===== config.mk =====
export PLATFORM = sky130hd
export DESIGN_NAME = dllp_rx_decode
export DESIGN_NICKNAME = d
export VERILOG_FILES = /design/src/rtl/pcie_datalink_pkg.sv /design/src/rtl/dllp_rx_decode.sv
export SDC_FILE = /design/constraint.sdc
export NUM_CORES = 1
export LEC_CHECK = 0
export CORE_MARGIN = 2
export CORE_UTILIZATION = 35
export DETAILED_ROUTE_END_ITERATION = 7
export HOLD_SLACK_MARGIN = 0.08
export SYNTH_ARGS = -nofsm -noshare
export SYNTH_HDL_FRONTEND = slang
export SYNTH_SLANG_ARGS = --single-unit

===== constraint.sdc =====
create_clock -name clk_i -period 4 [get_ports clk_i]
set_clock_uncertainty 0.2 [all_clocks]
set_input_delay 1 -clock clk_i [delete_from_list [all_inputs] [get_ports clk_i]]
set_output_delay 1 -clock clk_i [all_outputs]
set_load 0.005 [all_outputs]

===== src/rtl/pcie_datalink_pkg.sv =====
// ----------------------------------------------------------------------------
// pcie_datalink_pkg
//
// Shared definitions for the PCIe data-link layer blocks:
//   - link status, flow-control kind/type and DLLP receiver state enums
//   - DLLP type byte encodings (byte 0 of a DLLP)
//   - dllp_crc16(): the 16-bit DLLP CRC, returned in on-wire format, used by
//     both the RX decoder and the TX DLLP generator.
// ----------------------------------------------------------------------------
package pcie_datalink_pkg;

    // Data-link state as reported by the DL control state machine.
    typedef enum logic [1:0] {
        DL_INACTIVE = 2'd0,
        DL_INIT     = 2'd1,
        DL_ACTIVE   = 2'd2
    } pcie_dl_status_e;

    // Flow-control DLLP kind.
    typedef enum logic [1:0] {
        FC_INIT1  = 2'd0,
        FC_INIT2  = 2'd1,
        FC_UPDATE = 2'd2
    } pcie_fc_kind_e;

    // Flow-control credit type; the values match bits [5:4] of the DLLP type byte.
    typedef enum logic [1:0] {
        FC_P   = 2'd0,
        FC_NP  = 2'd1,
        FC_CPL = 2'd2
    } pcie_fc_type_e;

    // DLLP receiver framing states.
    typedef enum logic [1:0] {
        ST_IDLE  = 2'd0,
        ST_BODY  = 2'd1,
        ST_FLUSH = 2'd2
    } dllp_rx_state_e;

    // DLLP type encodings (byte 0). FC types carry the VC number in bits [2:0].
    localparam logic [7:0] DllpAck             = 8'h00;
    localparam logic [7:0] DllpNak             = 8'h10;
    localparam logic [7:0] DllpPmEnterL1       = 8'h20;
    localparam logic [7:0] DllpPmEnterL23      = 8'h21;
    localparam logic [7:0] DllpPmActiveReqL1   = 8'h23;
    localparam logic [7:0] DllpPmRequestAck    = 8'h24;
    localparam logic [7:0] DllpVendor          = 8'h30;
    localparam logic [7:0] DllpInitFc1P        = 8'h40;
    localparam logic [7:0] DllpInitFc1Np       = 8'h50;
    localparam logic [7:0] DllpInitFc1Cpl      = 8'h60;
    localparam logic [7:0] DllpInitFc2P        = 8'hC0;
    localparam logic [7:0] DllpInitFc2Np       = 8'hD0;
    localparam logic [7:0] DllpInitFc2Cpl      = 8'hE0;
    localparam logic [7:0] DllpUpdateFcP       = 8'h80;
    localparam logic [7:0] DllpUpdateFcNp      = 8'h90;
    localparam logic [7:0] DllpUpdateFcCpl     = 8'hA0;

    localparam logic [15:0] DllpCrcPoly = 16'h100B;
    localparam logic [15:0] DllpCrcSeed = 16'hFFFF;

    // CRC-16 over DLLP bytes 0..3 (byte 0 in bits [7:0]). Bits enter the
    // LFSR in transmission order: byte 0 first, bit 0 of each byte first.
    // The remainder is complemented and bit-reversed within each byte, so the
    // return value is exactly the wire format: [7:0] is DLLP byte 4 and
    // [15:8] is DLLP byte 5 (CRC bit 15 lands in byte 4 bit 0).
    function automatic logic [15:0] dllp_crc16(input logic [31:0] body);
        logic [15:0] crc;
        logic [15:0] wire_crc;
        logic        fb;
        crc = DllpCrcSeed;
        for (int i = 0; i < 32; i++) begin
            fb  = crc[15] ^ body[i];
            crc = {crc[14:0], 1'b0} ^ (fb ? DllpCrcPoly : 16'h0000);
        end
        crc = ~crc;
        for (int i = 0; i < 8; i++) begin
            wire_crc[i]     = crc[15-i];
            wire_crc[8 + i] = crc[7-i];
        end
        return wire_crc;
    endfunction

endpackage


===== src/rtl/dllp_rx_decode.sv =====
// ----------------------------------------------------------------------------
// dllp_rx_decode
//
// Receive-side DLLP decoder. Takes 6-byte DLLPs from the TLP/DLLP demux as a
// two-beat 32-bit AXI-Stream (beat 0: bytes 0..3, beat 1: CRC bytes 4..5),
// checks the CRC and turns good DLLPs into registered one-cycle event pulses.
// The stream is never back-pressured.
//
// Ports:
//   clk_i, rst_ni          clock, asynchronous active-low reset
//   link_status_i          data-link state, sampled with the CRC beat
//   s_axis_*               DLLP stream in (tready is 1 from the first edge
//                          after reset release; tuser is ignored)
//   ack_valid_o/nak/seq    Ack/Nak event for the replay buffer
//   fc_valid_o/kind/type/
//   fc_hdr_o/fc_data_o     InitFC1/InitFC2/UpdateFC event for credit tracking
//   other_valid_o/type     any other DLLP (PM, vendor) with a good CRC
//   crc_err_cnt_o          saturating count of CRC failures
//   malformed_cnt_o        saturating count of framing errors
// ----------------------------------------------------------------------------
module dllp_rx_decode
    import pcie_datalink_pkg::*;
#(
    parameter int DATA_WIDTH = 32,
    parameter int KEEP_WIDTH = DATA_WIDTH / 8,
    parameter int USER_WIDTH = 2
) (
    input  logic                  clk_i,
    input  logic                  rst_ni,
    input  pcie_dl_status_e       link_status_i,

    input  logic [DATA_WIDTH-1:0] s_axis_tdata,
    input  logic [KEEP_WIDTH-1:0] s_axis_tkeep,
    input  logic                  s_axis_tvalid,
    input  logic                  s_axis_tlast,
    input  logic [USER_WIDTH-1:0] s_axis_tuser,
    output logic                  s_axis_tready,

    output logic                  ack_valid_o,
    output logic                  ack_nak_o,
    output logic [11:0]           ack_seq_o,

    output logic                  fc_valid_o,
    output pcie_fc_kind_e         fc_kind_o,
    output pcie_fc_type_e         fc_type_o,
    output logic [7:0]            fc_hdr_o,
    output logic [11:0]           fc_data_o,

    output logic                  other_valid_o,
    output logic [7:0]            other_type_o,

    output logic [15:0]           crc_err_cnt_o,
    output logic [15:0]           malformed_cnt_o
);

    // The framing and byte lane mapping below assume a 32-bit stream.
    generate
        if (DATA_WIDTH != 32) begin : g_bad_width
            $error("dllp_rx_decode supports DATA_WIDTH == 32 only");
        end
    endgenerate

    dllp_rx_state_e state_q, state_d;
    logic [31:0]    cap_q, cap_d;
    logic           tready_q;

    logic           ack_valid_q, ack_nak_q;
    logic [11:0]    ack_seq_q;
    logic           fc_valid_q;
    pcie_fc_kind_e  fc_kind_q;
    pcie_fc_type_e  fc_type_q;
    logic [7:0]     fc_hdr_q;
    logic [11:0]    fc_data_q;
    logic           other_valid_q;
    logic [7:0]     other_type_q;
    logic [15:0]    crc_err_cnt_q, malformed_cnt_q;

    logic           beat_hs;
    logic           frame_done;
    logic           malformed;
    logic           crc_ok;
    logic           is_ack;
    logic           is_fc;
    pcie_fc_kind_e  dec_kind;
    pcie_fc_type_e  dec_type;
    logic           ack_fire, fc_fire, other_fire, crc_fail;
    logic [7:0]     b0, b1, b2, b3;
    logic           unused_tuser;

    assign unused_tuser = ^s_axis_tuser;

    assign beat_hs = s_axis_tvalid & tready_q;

    assign b0 = cap_q[7:0];
    assign b1 = cap_q[15:8];
    assign b2 = cap_q[23:16];
    assign b3 = cap_q[31:24];

    // Framing FSM: accepts beat 0 into the capture register, flags the CRC
    // beat, and counts anything that does not fit the two-beat shape. A
    // non-final beat with a partial tkeep in idle is also treated as
    // malformed and the rest of that packet is flushed.
    always_comb begin
        state_d    = state_q;
        cap_d      = cap_q;
        frame_done = 1'b0;
        malformed  = 1'b0;
        if (beat_hs) begin
            case (state_q)
                ST_IDLE: begin
                    if (s_axis_tlast) begin
                        malformed = 1'b1;
                    end else if (s_axis_tkeep == {KEEP_WIDTH{1'b1}}) begin
                        cap_d   = s_axis_tdata;
                        state_d = ST_BODY;
                    end else begin
                        malformed = 1'b1;
                        state_d   = ST_FLUSH;
                    end
                end
                ST_BODY: begin
                    if (!s_axis_tlast) begin
                        malformed = 1'b1;
                        state_d   = ST_FLUSH;
                    end else if (s_axis_tkeep[1:0] == 2'b11) begin
                        frame_done = 1'b1;
                        state_d    = ST_IDLE;
                    end else begin
                        malformed = 1'b1;
                        state_d   = ST_IDLE;
                    end
                end
                ST_FLUSH: begin
                    if (s_axis_tlast) begin
                        state_d = ST_IDLE;
                    end
                end
                default: state_d = ST_IDLE;
            endcase
        end
    end

    // Type decode of the captured byte 0. FC kind/type come from the upper
    // nibble; bit 3 of byte 0 is not part of the FC encoding.
    always_comb begin
        is_fc    = 1'b0;
        dec_kind = FC_INIT1;
        dec_type = FC_P;
        case (b0[7:4])
            4'h4: begin is_fc = 1'b1; dec_kind = FC_INIT1;  dec_type = FC_P;   end
            4'h5: begin is_fc = 1'b1; dec_kind = FC_INIT1;  dec_type = FC_NP;  end
            4'h6: begin is_fc = 1'b1; dec_kind = FC_INIT1;  dec_type = FC_CPL; end
            4'hC: begin is_fc = 1'b1; dec_kind = FC_INIT2;  dec_type = FC_P;   end
            4'hD: begin is_fc = 1'b1; dec_kind = FC_INIT2;  dec_type = FC_NP;  end
            4'hE: begin is_fc = 1'b1; dec_kind = FC_INIT2;  dec_type = FC_CPL; end
            4'h8: begin is_fc = 1'b1; dec_kind = FC_UPDATE; dec_type = FC_P;   end
            4'h9: begin is_fc = 1'b1; dec_kind = FC_UPDATE; dec_type = FC_NP;  end
            4'hA: begin is_fc = 1'b1; dec_kind = FC_UPDATE; dec_type = FC_CPL; end
            default: ;
        endcase
    end

    // CRC check and event qualification. The CRC beat's low 16 bits are
    // bytes 4 and 5, which is the format dllp_crc16 returns.
    assign crc_ok = (dllp_crc16(cap_q) == s_axis_tdata[15:0]);
    assign is_ack = (b0 == DllpAck) || (b0 == DllpNak);

    assign crc_fail   = frame_done & ~crc_ok;
    assign ack_fire   = frame_done & crc_ok & is_ack & (link_status_i == DL_ACTIVE);
    assign fc_fire    = frame_done & crc_ok & is_fc & (b0[2:0] == 3'd0)
                      & (link_status_i != DL_INACTIVE);
    assign other_fire = frame_done & crc_ok & ~is_ack & ~is_fc;

    // Framing state, capture register and the always-ready flag.
    always_ff @(posedge clk_i or negedge rst_ni) begin
        if (!rst_ni) begin
            state_q  <= ST_IDLE;
            cap_q    <= '0;
            tready_q <= 1'b0;
        end else begin
            state_q  <= state_d;
            cap_q    <= cap_d;
            tready_q <= 1'b1;
        end
    end

    // Event outputs: valids pulse for one cycle, payloads hold until the
    // next event of the same class.
    always_ff @(posedge clk_i or negedge rst_ni) begin
        if (!rst_ni) begin
            ack_valid_q   <= 1'b0;
            ack_nak_q     <= 1'b0;
            ack_seq_q     <= '0;
            fc_valid_q    <= 1'b0;
            fc_kind_q     <= FC_INIT1;
            fc_type_q     <= FC_P;
            fc_hdr_q      <= '0;
            fc_data_q     <= '0;
            other_valid_q <= 1'b0;
            other_type_q  <= '0;
        end else begin
            ack_valid_q   <= ack_fire;
            fc_valid_q    <= fc_fire;
            other_valid_q <= other_fire;
            if (ack_fire) begin
                ack_nak_q <= (b0 == DllpNak);
                ack_seq_q <= {b2[3:0], b3};
            end
            if (fc_fire) begin
                fc_kind_q <= dec_kind;
                fc_type_q <= dec_type;
                fc_hdr_q  <= {b1[5:0], b2[7:6]};
                fc_data_q <= {b2[3:0], b3};
            end
            if (other_fire) begin
                other_type_q <= b0;
            end
        end
    end

    // Saturating error counters.
    always_ff @(posedge clk_i or negedge rst_ni) begin
        if (!rst_ni) begin
            crc_err_cnt_q   <= '0;
            malformed_cnt_q <= '0;
        end else begin
            if (crc_fail && (crc_err_cnt_q != 16'hFFFF)) begin
                crc_err_cnt_q <= crc_err_cnt_q + 16'd1;
            end
            if (malformed && (malformed_cnt_q != 16'hFFFF)) begin
                malformed_cnt_q <= malformed_cnt_q + 16'd1;
            end
        end
    end

    assign s_axis_tready   = tready_q;
    assign ack_valid_o     = ack_valid_q;
    assign ack_nak_o       = ack_nak_q;
    assign ack_seq_o       = ack_seq_q;
    assign fc_valid_o      = fc_valid_q;
    assign fc_kind_o       = fc_kind_q;
    assign fc_type_o       = fc_type_q;
    assign fc_hdr_o        = fc_hdr_q;
    assign fc_data_o       = fc_data_q;
    assign other_valid_o   = other_valid_q;
    assign other_type_o    = other_type_q;
    assign crc_err_cnt_o   = crc_err_cnt_q;
    assign malformed_cnt_o = malformed_cnt_q;

endmodule


* Word-level counts from Yosys, hierarchy flattened
Cells that the tools add are included.
Storage, ports and cells: register bits after elaboration 115, latch bits 0, RAM bits 0, bits in read-only memories 0, input bits 44, word-level logic and storage cells 179, memories 0
Cells by class: add/sub/neg operators 2, multipliers 0, divide/modulo/power cells 0, magnitude comparators 0, equality and inequality tests 20, shift operators 0, muxes and demuxes 50, bitwise operators 78, reduce and logical (&&, ||, !) cells 14
Operators by type and width (number):
- bitwise XOR 16 x 13 -> 16 bit | 31
- two-way mux 13 bit | 32
- adder 16 x 1 -> 16 bit, second input constant | 2
- != test 16 bit, second input constant | 2
- bitwise XOR 1 bit | 31
- equality test 4 bit, second input constant | 7
- equality test 16 bit | 1
- inverter 16 bit | 1
- inverter 12 -> 15 bit | 1
- equality test 4 x 3 -> 1 bit, second input constant | 3
- OR reduction 3 bit | 4
- bitwise AND 1 bit | 10
- two-way mux 1 bit | 10
- OR reduction 9 bit | 1
- equality test 8 x 5 -> 1 bit, second input constant | 1
- logical NOT 8 bit | 1
- two-way mux 2 bit | 4
- case mux 2 bit (2 select lines) | 2
- equality test 2 bit, second input constant | 3
- case mux 2 bit (3 select lines) | 1
- != test 2 bit, second input constant | 2
- inverter 1 bit | 4
- AND reduction 4 bit | 1
- logical NOT 3 bit | 1
- 7 further kinds | 8

* Depth between registers and ports, before layout
word-level depth 101, mapped depth 14, depth with buffers taken out 12

* Least setup slack after synthesis
OpenSTA, ideal clock, no wires.
path kind reg2reg, start point reg cap_q[7], end point reg fc_data_q[0], in the netlist fc_data_o[0], setup time 125 ps, data arrival time 3785 ps, data required time 3675 ps, path slack -111 ps, cell stages (with the launch flop) 13, clock period less this slack 4111 ps, path through dfrtp_1 > buf_4 > xnor3_2 > xnor2_4 > xnor3_1 > xnor3_2 > xnor3_1 > nor3_2 > o22ai_1 > nand4b_4 > or2_1 > buf_6 > mux2_4
Between the ends: longest elaborated chain between the ends 45, elaborated cells between the ends (all ways) 68, classes of those cells eq/ne (10); mux (14); bitwise (43); reduce/logical (1)
RTL lines:
- from (decl) | line dllp_rx_decode.sv:64 | logic [31:0] cap_q, cap_d;
- from (signal assigned) | line dllp_rx_decode.sv:182 | cap_q <= cap_d;
- bitwise XOR 1 bit | line pcie_datalink_pkg.sv:72 | fb = crc[15] ^ body[i];
- two-way mux 13 bit | line pcie_datalink_pkg.sv:73 | crc = {crc[14:0], 1'b0} ^ (fb ? DllpCrcPoly : 16'h0000);
- bitwise XOR 16 x 13 -> 16 bit (4 in a row) | line pcie_datalink_pkg.sv:73
- bitwise XOR 1 bit | line pcie_datalink_pkg.sv:72
- two-way mux 13 bit | line pcie_datalink_pkg.sv:73
- bitwise XOR 16 x 13 -> 16 bit (4 in a row) | line pcie_datalink_pkg.sv:73
- bitwise XOR 1 bit | line pcie_datalink_pkg.sv:72
- two-way mux 13 bit | line pcie_datalink_pkg.sv:73
- (+22 left out)
- bitwise XOR 1 bit | line pcie_datalink_pkg.sv:72
- two-way mux 13 bit | line pcie_datalink_pkg.sv:73
- bitwise XOR 16 x 13 -> 16 bit | line pcie_datalink_pkg.sv:73
- inverter 16 bit | line pcie_datalink_pkg.sv:75 | crc = ~crc;
- equality test 16 bit | line dllp_rx_decode.sv:165 | assign crc_ok = (dllp_crc16(cap_q) == s_axis_tdata[15:0]);
- bitwise AND 1 bit | line dllp_rx_decode.sv:170 | assign fc_fire = frame_done & crc_ok & is_fc & (b0[2:0] == 3'd0)
- bitwise AND 1 bit (*) (2 in a row) | line dllp_rx_decode.sv:170
- bitwise AND 1 bit (*) | line dllp_rx_decode.sv:171 | & (link_status_i != DL_INACTIVE);
- to (signal assigned) | line dllp_rx_decode.sv:213 | fc_data_q <= {b2[3:0], b3};
- to (decl) | line dllp_rx_decode.sv:73 | logic [11:0] fc_data_q;
Mark *: on every way between the ends. The rest lies on a longest branch, timed or not. A chain may end at the register's enable or synchronous reset.

* Worst setup path in the final report
start point reg cap_q[2], end point reg other_type_q[6], in the netlist other_type_o[6]
Between the ends: longest elaborated chain between the ends 51, elaborated cells between the ends (all ways) 75, classes of those cells eq/ne (2); mux (18); bitwise (53); reduce/logical (2)
RTL lines:
- bitwise XOR 1 bit | line pcie_datalink_pkg.sv:72
- two-way mux 13 bit | line pcie_datalink_pkg.sv:73
- bitwise XOR 16 x 13 -> 16 bit (4 in a row) | line pcie_datalink_pkg.sv:73
- bitwise XOR 1 bit | line pcie_datalink_pkg.sv:72
- two-way mux 13 bit | line pcie_datalink_pkg.sv:73
- bitwise XOR 16 x 13 -> 16 bit (4 in a row) | line pcie_datalink_pkg.sv:73
- bitwise XOR 1 bit | line pcie_datalink_pkg.sv:72
- two-way mux 13 bit | line pcie_datalink_pkg.sv:73
- (+24 left out)
- bitwise XOR 16 x 13 -> 16 bit (4 in a row) | line pcie_datalink_pkg.sv:73
- bitwise XOR 1 bit | line pcie_datalink_pkg.sv:72
- two-way mux 13 bit | line pcie_datalink_pkg.sv:73
- bitwise XOR 16 x 13 -> 16 bit (2 in a row) | line pcie_datalink_pkg.sv:73
- inverter 16 bit | line pcie_datalink_pkg.sv:75
- equality test 16 bit | line dllp_rx_decode.sv:165
- bitwise AND 1 bit | line dllp_rx_decode.sv:172 | assign other_fire = frame_done & crc_ok & ~is_ack & ~is_fc;
- bitwise AND 1 bit (*) (2 in a row) | line dllp_rx_decode.sv:172
- to (signal assigned) | line dllp_rx_decode.sv:200 | other_type_q <= '0;
- to (signal assigned) | line dllp_rx_decode.sv:216 | other_type_q <= b0;
- to (decl) | line dllp_rx_decode.sv:75 | logic [7:0] other_type_q;
Marked as above.

==> results.md <==
- CP Cell Sequence: xnor3_2, xnor3_1, xnor3_2, xnor3_2, xnor3_1, nor3_2, o22ai_2, nand4b_4, buf_12, buf_6, nor2_4, mux2_2
- Post-synthesis compound-gate area fraction: 0.0221
- Post-synthesis mux area share: 0.137
- Iteration-0 DRC Markers: 150
- Top-count cell post-synth: dfrtp_1
- Initial Util: 0.353
- Setup-failing EPs final: 60
- Most common library cells after synthesis: 115 x dfrtp_1, 58 x xnor2_1, 53 x mux2_2, 35 x xor2_1, 31 x xnor3_1
- CP max stage cell: xnor3_2
- Layout cell share with drive strength beyond 1: 0.343
- CTS Sinks: 115
- Num CTS Buffers: 17
- Leakage: 4.56 nW
- Final hold violations: 0
- Largest family of logic cells by synthesized area: XOR/XNOR gates
- Multi-input logic area: 3840 um2
- CP startpoint: cap_q[2]$_DFFE_PN0P_
- Nets: 756
- Power per cell area: 1020 nW/um2
- Post-synthesis sequential area ratio: 0.438
- Worst setup SP type: register
- Die height: 141 um
- Synth Flop Type: dfrtp_1
- Setup repair after global routing missed its margin: yes
- Mean Syn Cell Area: 13.1 um2
- I/O Pins: 125
- CP required: 4.10 ns
- Hold Startpoint: malformed_cnt_o[7]$_DFFE_PN0P_
- CP max stage delay: 0.49 ns
- Wire length on met2: 8470 um
- Pin count of the biggest net entering global routing: 85
- CTS tree: done
- Async SR Flop Fraction: 1.00
- Post-cts hold buffer count: 0
- Routed vias: 4565
- Syn Nets: 548
- Synth Area in Simple Gates: 0.110
- Drc violations: 0
- Total Wirelength: 16900 um
- Dominant cell type by area after synthesis: dfrtp_1
- Fin crit period: 4.21 ns
- Skew-Pair Late Insertion Delay: 0.42 ns
- Rel. slew slack: 0.267
- Critical Path Most Common Cell: xnor3_2
- Met3 WL post-DR: 719 um
- Wire length per cell: 17.7 um
- Die area: 19900 um2
- Fmax: 238 MHz
- Netlist cell types: 57
- Post-detailed-route via-to-cell ratio: 4.79
- Detailed Routing Iterations Pass 1: 4
- Max-Cap Viols: 0
- Tightest Pin Transition: 1.10 ns
- Crit. End Element: register
- Core Area: 18600 um2
- Final Cycle Share: 1.05
- Final Slew Violations: 0
- Row count: 50
- Crit path DAT: 4.31 ns
- Mapped cell area: 6560 um2
- Post-route setup slack: -0.208 ns
- Synth Register Bits: 115
- Fill cells: 1574
- First-pass GRT wire length: 26400 um
- Storage cell area: 2880 um2
- Worst Path Buf+Inv: 2
- Top Metal Used: met4
- Yosys Warn Count: 0
- H-tree depth: 4
- RR Startpoint: cap_q[2]$_DFFE_PN0P_
- Yosys top cell area share: 0.438
- Crit path max-delay family: XOR/XNOR gates
- Placer Congestion: 0.829
- Vias in the first global route: 4827
- Hold WC Path Type: reg -> reg
- Layout overhead on the synthesized area: 45.5%
- Failing checks: negative setup slack
- Metal1 wirelength: 7420 um
- Critical-path maximum fanout: 7
- Die width: 141 um
- Largest cells by area after synthesis: dfrtp_1 44%, xnor3_1 11%, mux2_2 9.1%, xnor2_1 7.7%, xor2_1 4.7%
- Initial antenna violation count: 0
- Diode count: 0
- Post-Synth XOR/XNOR Area: 0.264
- ANT nets after route: 0
- CTS Buffer Depth: 2
- Max IR drop VDD: 0.00101 V
- Post-Syn Instances: 500
- Clock slew at reported path FFs: 0.05 ns
- Outcome: complete, but fails checks
- Critical path class: reg -> reg
- Port-buffer cells: 122
- Post-DP HPWL: 12200 um
- GRT Total Usage: 0.174
- Final core utilization: 0.514
- Post-synth EDFFs: 0
- Total global routing overflow: 0
- Post-Synth Adder-Cell Area: 0.00762
- Design Power: 9.73 mW
- Clock Tree Root: clkbuf_16
-- power breakdown --
part / leakage [nW] / total, mW / switching (mW) / internal (mW)
clock network: 0.258 / 1.39 / 0.535 / 0.859
registers: 1.56 / 1.32 / 0.0902 / 1.23
logic: 2.74 / 7.01 / 3.03 / 3.98
total: 4.56 / 9.73 / 3.65 / 6.08
-- kinds of logic after synthesis --
group                    after synthesis
XOR/XNOR                             134
AND/OR/NAND/NOR                      124
flip-flops                           115
multiplexers                          74
buffers and inverters                 27
AO/OA/AOI/OAI                         21
adder cells (fa/ha/maj)                4
other                                  1
-- area by class of cell --
cell class                      instances  share of cell area
Timing Repair Buffer                  206               0.206
Multi-Input combinational cell        358               0.402
Tap cell                              234              0.0307
Inverter                               10             0.00393
Clock buffer                           21              0.0472
Sequential cell                       115               0.302
Clock inverter                         10             0.00904
-- through the flow --
| stage | instance area (um2) | hold WS (ns) | worst slack (ns) | setup TNS, ns | instances |
|---|---|---|---|---|---|
| floorplan | 6570 | 0.271 | 0.0457 | 0 | 500 |
| detailed placement | 8530 | 0.280 | -0.317 | -12.83 | 905 |
| finish | 9550 | 0.291 | -0.208 | -7.54 | 954 |
| CTS | 9230 | 0.288 | -0.144 | -4.97 | 944 |
| global route | 9550 | 0.306 | -0.302 | -12.95 | 954 |
| global placement | 8530 | 0.273 | -0.202 | -6.93 | 905 |
-- path summary, 6_finish.rpt --
kind / endpoint / slack (ns) / cells past startpoint
worst min register to register: malformed_cnt_o[7]$_DFFE_PN0P_ / 0.29 / 1
max in group asynchronous: cap_q[3]$_DFFE_PN0P_ / 2.11 / 2
worst min-delay path: malformed_cnt_o[7]$_DFFE_PN0P_ / 0.29 / 1
min in group asynchronous: ack_seq_o[7]$_DFFE_PN0P_ / 0.59 / 1
worst max register to register: other_type_o[6]$_DFFE_PN0P_ / -0.21 / 12
worst max-delay path: other_type_o[6]$_DFFE_PN0P_ / -0.21 / 12
-- what timing repair did --
action / in CTS / in global routing
pin swaps: 6 / 14
buffers inserted: 8 / 7
gates cloned: 0 / 3
setup endpoints to repair: 60 / 64
resized for setup: 24 / 44
-- flip-flops by register name (all words and copies together), names as in the netlist --
signal,cells
fc_data_o,12
ack_valid_o,1
malformed_cnt_o,16
ack_nak_o,1
state_q,2
other_valid_o,1
cap_q,32
fc_hdr_o,8
fc_kind_o,2
s_axis_tready,1
crc_err_cnt_o,16
other_type_o,8
ack_seq_o,12
fc_valid_o,1
fc_type_o,2
-- layer usage --
| layer | up-vias | track usage |
|---|---|---|
| li1 | 2160 | - |
| met4 | 0 | 0.0611 |
| met5 | - | 0 |
| met1 | 2287 | 0.220 |
| met3 | 16 | 0.0370 |
| met2 | 102 | 0.297 |
-- cell usage in the layout (no fill, tap or decap), drive strengths merged, types with 7 or more instances in the layout --
cell type	instances
and3	11
buf	83
clkbuf	23
clkdlybuf4s50	121
dfrtp	115
inv	10
mux2	72
nand2	25
nand3	13
nand4	7
nor2	21
nor3	19
xnor2	61
xnor3	33
xor2	36
Power figures use the tool's default switching activity.
